===== config.mk =====
export PLATFORM = sky130hd
export DESIGN_NAME = mux_sel_arbiter
export DESIGN_NICKNAME = d
export VERILOG_FILES = /design/src/rtl/mux_sel_arbiter.sv
export SDC_FILE = /design/constraint.sdc
export NUM_CORES = 1
export LEC_CHECK = 0
export CORE_MARGIN = 2
export CORE_UTILIZATION = 47
export DETAILED_ROUTE_END_ITERATION = 10
export PLACE_DENSITY_LB_ADDON = 0.15
export SLEW_MARGIN = 15
export SYNTH_ARGS = -nofsm -noshare
export SYNTH_HDL_FRONTEND = slang
export SYNTH_SLANG_ARGS = --single-unit

===== constraint.sdc =====
create_clock -name clk -period 2.2 [get_ports clk]
set_input_delay 0.33 -clock clk [delete_from_list [all_inputs] [get_ports clk]]
set_output_delay 0.33 -clock clk [all_outputs]
set_load 0.01 [all_outputs]

===== src/rtl/mux_sel_arbiter.sv =====
// Round-robin owner of the shared 4:1 select mux: grants one requester at a time,
// drives the registered select pair, and releases on done, request drop or hold timeout.
module mux_sel_arbiter #(
    parameter int MAX_HOLD = 15,
    parameter int HOLD_W   = 4
) (
    input  logic       clk,
    input  logic       rst,
    input  logic [3:0] req,
    input  logic       done,
    output logic [3:0] gnt,
    output logic       sel_x,
    output logic       sel_y,
    output logic       busy
);
    typedef enum logic {IDLE, GRANT} state_t;

    localparam logic [HOLD_W-1:0] HOLD_LAST = HOLD_W'(MAX_HOLD - 1);

    state_t            state;
    logic [1:0]        ptr;
    logic [HOLD_W-1:0] hold_cnt;
    logic [1:0]        win;
    logic              win_vld;
    logic [1:0]        idx;
    logic              release_c;

    // Scan from the farthest offset down so the offset closest to ptr wins.
    always_comb begin
        win     = ptr;
        win_vld = 1'b0;
        idx     = '0;
        for (int k = 3; k >= 0; k--) begin
            idx = ptr + 2'(k);
            if (req[idx]) begin
                win     = idx;
                win_vld = 1'b1;
            end
        end
    end

    assign release_c = done | ~|(req & gnt) | (hold_cnt == HOLD_LAST);

    always_ff @(posedge clk) begin
        if (rst) begin
            state    <= IDLE;
            gnt      <= '0;
            sel_x    <= 1'b0;
            sel_y    <= 1'b0;
            busy     <= 1'b0;
            ptr      <= '0;
            hold_cnt <= '0;
        end else begin
            case (state)
                IDLE: begin
                    if (win_vld) begin
                        state          <= GRANT;
                        gnt            <= 4'b0001 << win;
                        {sel_x, sel_y} <= win;
                        busy           <= 1'b1;
                        hold_cnt       <= '0;
                        ptr            <= win + 2'd1;
                    end
                end
                GRANT: begin
                    // Select lines are left alone on release so the mux output holds steady.
                    if (release_c) begin
                        state <= IDLE;
                        gnt   <= '0;
                        busy  <= 1'b0;
                    end else begin
                        hold_cnt <= hold_cnt + 1'b1;
                    end
                end
                default: begin
                    state <= IDLE;
                    gnt   <= '0;
                    busy  <= 1'b0;
                end
            endcase
        end
    end
endmodule


# After elaboration in Yosys (flattened, before gate mapping)
# Index checks and enable logic that the tools add are counted.
[classes] n_addsub=5 n_lt_le_gt_ge=4 eq_ne=4 shifts=1 mux=28 bitwise=4 n_reduce_logical=5
[ops] op="$mux 4" n=4
[ops] op="$pmux 4 s2" n=2
[ops] op="$lt 2x3->1 const B" n=4
[ops] op="$mux 1" n=12
[ops] op="$bmux 1 s2" n=4
[ops] op="$mux 2" n=4
[ops] op="$reduce_and 2->1" n=3
[ops] op="$add 2x1->2 const B" n=2
[ops] op="$add 2x2->2 const B" n=2
[ops] op="$add 4x1->4 const B" n=1
[ops] op="$and 4x4->4" n=1
[ops] op="$eq 4x4->1 const B" n=1
[ops] op="$ne 2x2->1 const B" n=2
[ops] op="$pmux 1 s2" n=2
[ops] op="$reduce_or 4->1" n=1
[ops] op="$shl 1x2->4 const A" n=1
[ops] op="$ne 2x1->1 const B" n=1
[ops] op="$or 1x1->1" n=2
[ops] op="$logic_not 1->1" n=1
[ops] op="$not 1->1" n=1
[totals] regBits=14 inputBits=7 output_inout_bits=7 word_cells=58

# Depth between registers and ports, before layout
[depth] depth_word=10 ltp_mapped=7

# Least setup slack after synthesis
# OpenSTA, ideal clock, no wires.
[synth_path] path_type="register to register" from="register hold_cnt[0]" to="register hold_cnt[3]" arrival_time_ns=1.557 setup_slack_ns=0.570 stages_incl_launch_ff=8 n_path_buf=0 synth_period_minus_slack_ns=1.630 path_cell_list="dfxtp_1 inv_1 ha_1 and3_1 a2111oi_4 nand4_1 xor2_1 nor3_2"
[synth_between] elab_chain_cells=4 elab_cells_between_ends=7 classes_between="1 x add/sub; 2 x eq/ne; 2 x mux; 1 x bitwise; 1 x reduce/logical"
[synth_lines] element="start: declaration" line_no="22" rtl="logic [HOLD_W-1:0] hold_cnt;"
[synth_lines] element="start signal: assignment" line_no="72" rtl="hold_cnt <= hold_cnt + 1'b1;"
[synth_lines] element="branches (longest 4 deep; another with $add 4x1->4)"
# Several ways; the timed one is not identified. The select of a mux whose other input is x is not followed.
# A chain may end at the register's enable or synchronous reset.

# Worst setup path in the final report
[layout_path] from="input port req[1]" to="register hold_cnt[1]"
[layout_between] elab_chain_cells=8 elab_cells_between_ends=20 classes_between="2 x eq/ne; 12 x mux; 3 x bitwise; 3 x reduce/logical"
[layout_lines] element="start: declaration" line_no="9" rtl="input logic [3:0] req,"
[layout_lines] element="$bmux 1 s2" line_no="35" rtl="if (req[idx]) begin"
[layout_lines] element="$mux 1 (not written as such)" line_no="35"
[layout_lines] element="$mux 1 (4 in a row)" line_no="35"
[layout_lines] element="$ne 2x2->1 (no source line)"
[layout_lines] element="$reduce_and 2->1 (no source line) (*)"
# Mark *: on every way between the ends. The rest lies on a longest branch, timed or not. The select of a mux whose other input is x is not followed.

==> metrics.md <==
| Metric | Value |
|---|---|
| Die Y | ~43 um |
| Row Count | 14 |
| Slew @ Worst Pin | roughly 0.65 ns |
| Die area | approximately 0.0019 sq mm |
| Synthesized instance count | 81 |
| Via-to-Cell Ratio | 5.70 |
| Worst Path Required | 2.42 ns |
| Total global-route track usage | 18.2% |
| #FFs+latches synth | 14 |
| Metal2 WL | about 700 um |
| Layout cells sized above 1 | 12.1% |
| Max-cap violations | 0 |
| Post-route ant nets | 0 |
| Synth area leaders | dfxtp_1 (39%), a21oi_1 (7.7%), a2111oi_4 (7.7%) |
| Final period utilization | about 86% |
| I/O Pins | 14 |
| Net count reported at finish | approximately 110 |
| Synth async-reset ratio | 0% |
| Antenna diode instance count | 0 |
| Worst slew margin | between 50% and 60% |
| Final Max Slew Viols | 0 |
| Grt total ovfl | 0 |
| RSZ-0062 raised after global routing | no |
| Worst-path clk slew | 0.09 ns |
| Clock latency on the worst-skew pair | 0.28 ns |
| DRT met1 WL | 745 um |
| Root Driver | clkbuf_4 |
| Initial drt markers | 15 |
| DR vias | between 600 and 700 |
| Total power | 0.000643 W |
| CP max FO | 7 |
| Mapped Nets | 90 |
| CTS sink cnt | 14 |
| Hold crit path type | reg -> reg |
| Drt total wl | 1540 um |
| Setup Buffers After CTS | 0 |
| Critical Path, Cell by Cell | clkdlybuf4s50_1 > nor4_1 > or2_0 > nand2_1 > mux2_2 > nor2_1 |
| Highest metal used | met4 |
| Dpl hpwl | 1130 um |
| Vias in the first global route | around 600 |
| Sequential area share after synthesis | roughly two fifths |
| Post-CTS Hold Buffers | 0 |
| Worst Path Arrival | 2.11 ns |
| Setup TNS | 0 ns |
| Pleak | roughly 0.34 nW |
| Setup Skew | 0.00505 ns |
| Final GP Congestion | 0.824 |
| CORE AREA | 0.00147 sq mm |
| Post-route cell area | 916 sq um |
| Die width | around 43 um |
| Initial core utilization | between 40% and 50% |
| VDD IR max | 378 uV |
| Synth top area share | 39.2% |
| DP Area | just under 900 sq um |
| Port bufs | 13 |
| Worst Setup End Kind | register |
| Fillers | 128 |
| H-tree Lvls | 1 |
| Synth warn | 0 |
| CP startpoint kind | input pin |
| Pre-antenna DRT Iters | 4 |
| Biggest cell delay along the critical path | roughly 0.53 ns |
| Pre-CTS WS | 0.0201 ns |
| CTS tree | built |
| Syn avg cell area | just under 9 sq um |
| Worst-path cell with the longest stage delay | clkdlybuf4s50_1 |
| Most used DFF post-synth | dfxtp_1 |
| Synth-to-Final Area Change | 28.0% |
| Cell taking the most area after synthesis | dfxtp_1 |
| Mapped Area | just over 700 sq um |
| P per Cell Area | 703 mW/mm^2 |
| CTS buffer count | 3 |
| Number of synthesized flops with an enable pin | 0 |
| Minimum clock period | around 1.9 ns |
| Critical path class | in -> reg |
| Largest net degree at the start of global routing | 15 |
| Final WS setup | between 0.3 and 0.4 ns |
| Status | finished, final reports clean |
| Final core occ | a little over 60% |
| WL per Instance | around 13 um |
| Post-cts resize count | 0 |
| Final setup violating endpoints | 0 |
| Fmax | 530 MHz |
| Initial antenna violation count | 0 |
| CTS max path bufs | 2 |
| First-pass GRT wire length | between 2000 and 3000 um |
| Residual DRC | 0 |
| Worst path top cell family by delay | simple AND/OR/NAND/NOR gates |
| Final Hold Fails | 0 |
| CP Buf/Inv Count | 1 |
| Met3 routed WL | 71 um |
| Synth cell types | 28 |
[layout make-up]
class / count / area (sq um) / area share [%]
multi-input combinational: 61 / 412 / 44.9
timing repair buffer: 16 / 153 / 16.7
sequential: 14 / 280 / 30.6
inverter: 4 / 15.0 / 1.64
tap: 16 / 20.0 / 2.19
clock buffer: 4 / 36.3 / 3.96
[sequential cells by signal, indices dropped and copies added (netlist names)]
name / flops
busy: 1
gnt: 4
hold_cnt: 4
ptr: 2
sel_x: 1
sel_y: 1
state: 1
[per-layer routing]
layer | up-vias | GRT usage [%]
met1 | 312 | 21.1
met4 | 0 | 9.70
met5 | - | 0
met3 | 4 | 4.26
li1 | 325 | -
met2 | 14 | 30.9
[where the power goes]
group | internal [W] | switching (W) | total [W]
combinational | 0.0000805 | 0.0000807 | 0.000161
clock | 0.000101 | 0.0000869 | 0.000188
sequential | 0.000274 | 0.0000201 | 0.000295
total | 0.000456 | 0.000188 | 0.000643
[synth_stat cells (2+ instances only)]
master     count
dfxtp_1       14
nor2_1        12
a21oi_1       11
nand2_1        7
inv_1          4
a211oi_1       3
a22oi_1        3
nand2b_1       3
a2111oi_4      2
a21o_1         2
ha_1           2
nand3b_1       2
[cells in the final DEF, fill, tap and decap left out, types with 3 or more instances in the layout]
cell	count
clkdlybuf4s50_1	13
a21oi_1	11
a211oi_1	3
nor2_1	12
nand2_1	7
buf_4	3
nand2b_1	3
a22oi_1	3
clkbuf_4	3
dfxtp_1	14
inv_1	4
[tightest hold or removal path: cells and delay by family (launching register included)]
kind,cells,cell delay (ns)
compound gates,1,0.06
simple gates,1,0.05
flops,1,0.32
[kinds of logic after synthesis]
group / count (synthesis) / share of synthesized area [%]
XOR/XNOR: 2 / 2.45
AND/OR/NAND/NOR: 32 / 22.0
buffers and inverters: 6 / 3.32
AO/OA/AOI/OAI: 24 / 28.0
multiplexers: 1 / 1.57
flip-flops: 14 / 39.2
adder cells (fa/ha/maj): 2 / 3.50
[stage by stage]
stage	cells	hold WS, ns
detailed placement	111	0.457
global placement	111	0.448
floorplan	81	0.399
finish	115	0.467
CTS	115	0.469
global route	115	0.496
[path summary, 6_finish.rpt]
| kind | startpoint | endpoint | slack [ns] | depth (start not counted) |
|---|---|---|---|---|
| max | req[1] | hold_cnt[1]$_SDFFE_PP0P_ | 0.31 | 6 |
| max reg2reg | hold_cnt[0]$_SDFFE_PP0P_ | hold_cnt[2]$_SDFFE_PP0P_ | 0.48 | 8 |
| min | sel_x$_SDFFE_PP0P_ | sel_x$_SDFFE_PP0P_ | 0.47 | 2 |
| min reg2reg | sel_x$_SDFFE_PP0P_ | sel_x$_SDFFE_PP0P_ | 0.47 | 2 |
Power figures use the tool's default switching activity.
==> edit 1, RTL diff (config.mk and constraints unchanged) <==
`HOLD_W`: 4 -> 5.
--- a/src/rtl/mux_sel_arbiter.sv
+++ b/src/rtl/mux_sel_arbiter.sv
@@ -2,7 +2,7 @@
 // drives the registered select pair, and releases on done, request drop or hold timeout.
 module mux_sel_arbiter #(
     parameter int MAX_HOLD = 15,
-    parameter int HOLD_W   = 4
+    parameter int HOLD_W   = 5
 ) (
     input  logic       clk,
     input  logic       rst,
Behaviour: no difference found for any inputs over 10 cycles, from zero or initial values and one cycle with rst high; that may be too few to reach the edited logic, so the function may still have changed.
==> edit 1 against the unedited design <==
Largest cell class unchanged; non-clock buffer count up 5; fmax up 7.3%; wire length down 0.97%; first-iteration DRC count up 40%; power down 3.4%; count of clock-buffer cells in the layout unchanged; cell count up 8.7%; cell area up 4.0%; via count up 5.0%; area after synthesis up 1.0%; worst setup slack better by 130 ps; clock power down 16%; critical path type unchanged; sequential cell count up 1; hold slack worse by 5.4 ps.
==> edit 1: results (changes against the unedited design) <==
[run_status]
outcome=finished, final reports clean

[grt]
antenna_found_initial=0  ; unchanged
grt_pass1_wl_um=2500  ; -0.83%
grt_max_degree=16  ; +1
met1_usage=0.225  ; +0.0140
met3_usage=0.0681  ; +0.0255
first_global_vias=592  ; -0.50%
grt_use_met2=0.275  ; -0.0345
grtUsageTotal=0.185  ; +0.00221

[sta]
relSlewSlack=0.649  ; +0.0813
skew_ps=3.17  ; -1.88 ps

[placement]
dp_cells=121  ; +9.0%
portBuffers=13  ; unchanged
dp_hpwl_um=1130  ; -0.30%
gp_congestion=0.789  ; -4.2%

[cts]
htreeDepth=1  ; unchanged
clk_latency_ps=290
cts_resized=0  ; unchanged
cts_max_path_buffers=2  ; unchanged
post-cts-setup-buffer-count=0  ; unchanged
clk_pin_slew_ps=80

[setup_path]
crit_end=gnt[0]
r2r-start=hold_cnt[0]
critPathArrivalTime_ps=2000  ; -110 ps
cp_max_fo=9  ; +2

[route]
drtIter0Drc=21  ; +6
first_pass_iters=4  ; unchanged
wl_per_cell_um=12.2  ; -8.9%
vias=688  ; +5.0%

[finish]
layout-drive-gt1-share=0.138  ; +0.0164
top_regs=hold_cnt (5), gnt (4), ptr (2)
diodes=0  ; unchanged
layout.cells.non_filler=125  ; +8.7%

[synthesis]
synth_nets=95  ; +5.6%
yosys-top-cells-area=dfxtp_1 (42%), a21oi_1 (6.2%), nor2_1 (5.2%)
async_flop_share=0  ; unchanged
synth-compound-area-share=0.228  ; -0.0513
synth_fa_ha_area_frac=0.0346  ; -0.000363
syn_inst=86  ; +6.2%
ys_warn_count=0  ; unchanged
synth_cell_types=29  ; +3.6%
synth_seq_area_share=0.415  ; +0.0236
synthMuxAreaShare=0.0156  ; -0.000163
synthXorXnorAreaFrac=0.0363  ; +0.0119
synthTopCellsByCount=dfxtp_1 (15), nor2_1 (10), a21oi_1 (9)

[pwr]
p_leak_nw=0.377  ; +11%
ir_drop_v=0.000401  ; +6.2%

[hold_path]
hold_class=reg2reg

## edit 1: metrics by stage
step	cell area [um^2]	worst slack, ps	power, W	utilization	hold WS [ps]
final	952	439	0.000621	0.647	462
after global routing	952	341	0.000656	0.647	486
after CTS	952	447	0.000632	0.647	462
after detailed placement	926	140	0.000471	0.629	451
after global placement	926	155	0.000468	0.629	446
after floorplan	723	404	0.000394	-	403
## edit 1: kinds of logic (layout without fill, tap and decap cells)
| logic type | count (synthesis) | in the layout |
|---|---|---|
| muxes | 1 | 1 |
| and+or+nand+nor | 32 | 32 |
| DFF | 15 | 15 |
| adders and majority gates | 2 | 2 |
| xor gates and xnor gates | 3 | 3 |
| buffers and inverters | 9 | 32 |
| AOI/OAI and AO/OA | 24 | 24 |
## edit 1: power by group
part	leakage, nW	switching (W)	internal (W)
Combinational	0.239	0.0000733	0.0000844
Sequential	0.123	0.0000158	0.000291
Clock	0.0150	0.0000860	0.0000706
Total	0.377	0.000175	0.000446
## edit 1: worst min path at each step
stage               startpoint  endpoint  slack [ps]  depth (start not counted)
floorplan                  rst    ptr[0]         400                          1
global route             sel_y     sel_y         490                          2
CTS                      sel_y     sel_y         460                          2
finish                   sel_y     sel_y         460                          2
global placement         sel_y     sel_y         450                          2
detailed placement       sel_x     sel_x         450                          2
## edit 1: per-layer routing
layer | up-vias | wire (um) | part of all wire
met5 | - | 0 | 0
li1 | 357 | - | -
met2 | 12 | 679 | 0.44
met3 | 5 | 54 | 0.035
met1 | 314 | 748 | 0.49
met4 | 0 | 44 | 0.029
## edit 1: area by class of cell
type	instances	area [um^2]
Fill cell	142	519
Multi-Input combinational cell	62	389
Sequential cell	15	300
Timing Repair Buffer	21	190
Clock buffer	4	26.3
Inverter	7	26.3
Tap cell	16	20.0
## edit 1: critical path, stage by stage
cell	delay (ps)
clkdlybuf4s50_1	580
a22oi_1	140
a2111oi_2	310
buf_4	210
a21o_1	160
and2_1	140
o21ba_2	130
==> edit 2, RTL diff (config.mk and constraints unchanged) <==
Made on the original files. Change the parameter `MAX_HOLD` from 15 to 7.
--- a/src/rtl/mux_sel_arbiter.sv
+++ b/src/rtl/mux_sel_arbiter.sv
@@ -1,7 +1,7 @@
 // Round-robin owner of the shared 4:1 select mux: grants one requester at a time,
 // drives the registered select pair, and releases on done, request drop or hold timeout.
 module mux_sel_arbiter #(
-    parameter int MAX_HOLD = 15,
+    parameter int MAX_HOLD = 7,
     parameter int HOLD_W   = 4
 ) (
     input  logic       clk,
Formal check against the unedited RTL: not equivalent (Yosys sat finds a counterexample within 10 cycles, from zero or initial values and one cycle with rst high).
==> edit 2 against the unedited design <==
Cell area down 0.14%; non-clock buffer count fell by 2; sequential share of layout area barely moved; synthesized cell count unchanged; die area is 1.1% higher; critical path depth stayed put; sequential cell count unchanged; wire length decreased by 11%; worst setup slack improved by 21 ps; power down 1.3%; area after synthesis is 1.2% higher.
==> edit 2: results (changes against the unedited design) <==
[route]
ant_nets=0  ; unchanged
wl_per_cell_um=12.1  ; -9.8%
wl_um=1380  ; -11%
first_pass_iters=4  ; unchanged
drtIter0Drc=9  ; -6
viasPerCell=5.41  ; -5.0%

[sta]
worst_pin_slew_ps=666  ; +19.1 ps
skew_ps=1.61  ; -3.44 ps

[placement]
gp_congestion=0.844  ; +2.5%
portBuffers=13  ; unchanged
dp_hpwl_um=1030  ; -8.6%

[synthesis]
async_flop_share=0  ; unchanged
synth_cell_types=31  ; +11%
ys_warn_count=0  ; unchanged
syn_inst=81  ; unchanged
synth_seq_area_share=0.387  ; -0.00473
synthTopCellsByCount=dfxtp_1 (14), nor2_1 (11), nand2_1 (9)
yosys-top-cells-area=dfxtp_1 (39%), a2111oi_4 (7.6%), nor2_1 (5.7%)

[pwr]
ir_drop_v=0.000399  ; +5.6%
switchingPower_w=0.000182  ; -3.1%
p_leak_nw=0.337  ; -0.51%

[cts]
cts_buffers=3  ; unchanged
post-cts-setup-buffer-count=0  ; unchanged
cts_resized=0  ; unchanged
cts_max_path_buffers=2  ; unchanged
ctsHoldBuffers=0  ; unchanged

[setup_path]
max_stage_delay_ps=580  ; +50 ps
critPathArrivalTime_ps=2070  ; -40 ps
crit_family=compound AO/OA/AOI/OAI gates
startpoint=req[0]
crit_type=in2reg
rr_worst_depth=7  ; -1
reg2reg_to=hold_cnt[3]
reg2reg_setup_slack_ps=440  ; -40 ps
cp_max_fo=8  ; +1

[grt]
antenna_found_initial=0  ; unchanged
grt_pass1_wl_um=2540  ; +0.83%
grtUsageTotal=0.182  ; -0.000559
first_global_vias=587  ; -1.3%

[run_status]
outcome=finished, final reports clean

[finish]
layout-drive-gt1-share=0.143  ; +0.0216
top_regs=gnt (4), hold_cnt (4), ptr (2)
fill_cells=141  ; +10%
nets=108  ; -0.92%

==> edit 2: cell count changes after synthesis, moves of 2 or more <==
cell	delta
nand2b_1	-2
a21oi_2	+2
a21oi_1	-3
nand2_1	+2
==> edit 2: kinds of logic after synthesis <==
group           Yosys count  share of synthesized area
compound gates           22                      0.271
xor+xnor                  2                     0.0242
fa+ha+maj                 2                     0.0345
buf+inv                   5                     0.0259
flops                    14                      0.387
mux                       1                     0.0155
simple gates             35                      0.242
==> edit 2: per-stage QoR <==
step                hold slack, ps  area, um^2  total power (W)  setup slack, ps
floorplan                      399         724         0.000398              586
global placement               453         878         0.000458             83.7
detailed placement             457         878         0.000460             32.3
CTS                            473         915         0.000644              342
global route                   494         915         0.000677              253
finish                         465         915         0.000635              332
==> edit 2: power groups by stage <==
stage / sequential, W / combinational, W / clock, W
floorplan: 0.000304 / 0.0000942 / 0
global placement: 0.000301 / 0.000157 / 0
detailed placement: 0.000301 / 0.000158 / 0
CTS: 0.000295 / 0.000159 / 0.000190
global route: 0.000300 / 0.000175 / 0.000202
finish: 0.000295 / 0.000158 / 0.000183
==> edit 2: layout make-up <==
type / instances / area [um^2] / area share
inverter: 4 / 15.0 / 0.0164
tap: 16 / 20.0 / 0.0219
timing repair buffer: 14 / 138 / 0.150
sequential: 14 / 280 / 0.306
multi-input combinational: 62 / 425 / 0.465
clock buffer: 4 / 36.3 / 0.0397
==> edit 2: per-layer routing <==
| layer | global-route usage | part of all wire | wire length [um] | up-vias |
|---|---|---|---|---|
| met5 | 0 | 0 | 0 | - |
| met4 | 0.0909 | 0.011 | 15 | 0 |
| met3 | 0.0426 | 0.048 | 66 | 2 |
| met2 | 0.281 | 0.44 | 604 | 19 |
| met1 | 0.234 | 0.50 | 691 | 272 |
| li1 | - | - | - | 324 |
==> edit 2: worst register-to-register path: stages (launching register included) <==
cell and delay (ps):
dfxtp_1 360, inv_1 80, ha_1 200, and3b_1 180, a2111oi_4 400, nand4_1 170
xor2_1 170, nor3_2 140
==> edit 2: worst min-delay path by stage <==
stage               start     to  slack [ps]  cells past startpoint
floorplan             rst  sel_x         400                      1
global route        sel_x  sel_x         490                      2
global placement    sel_x  sel_x         450                      2
finish              sel_x  sel_x         470                      2
CTS                 sel_x  sel_x         470                      2
detailed placement  sel_x  sel_x         460                      2
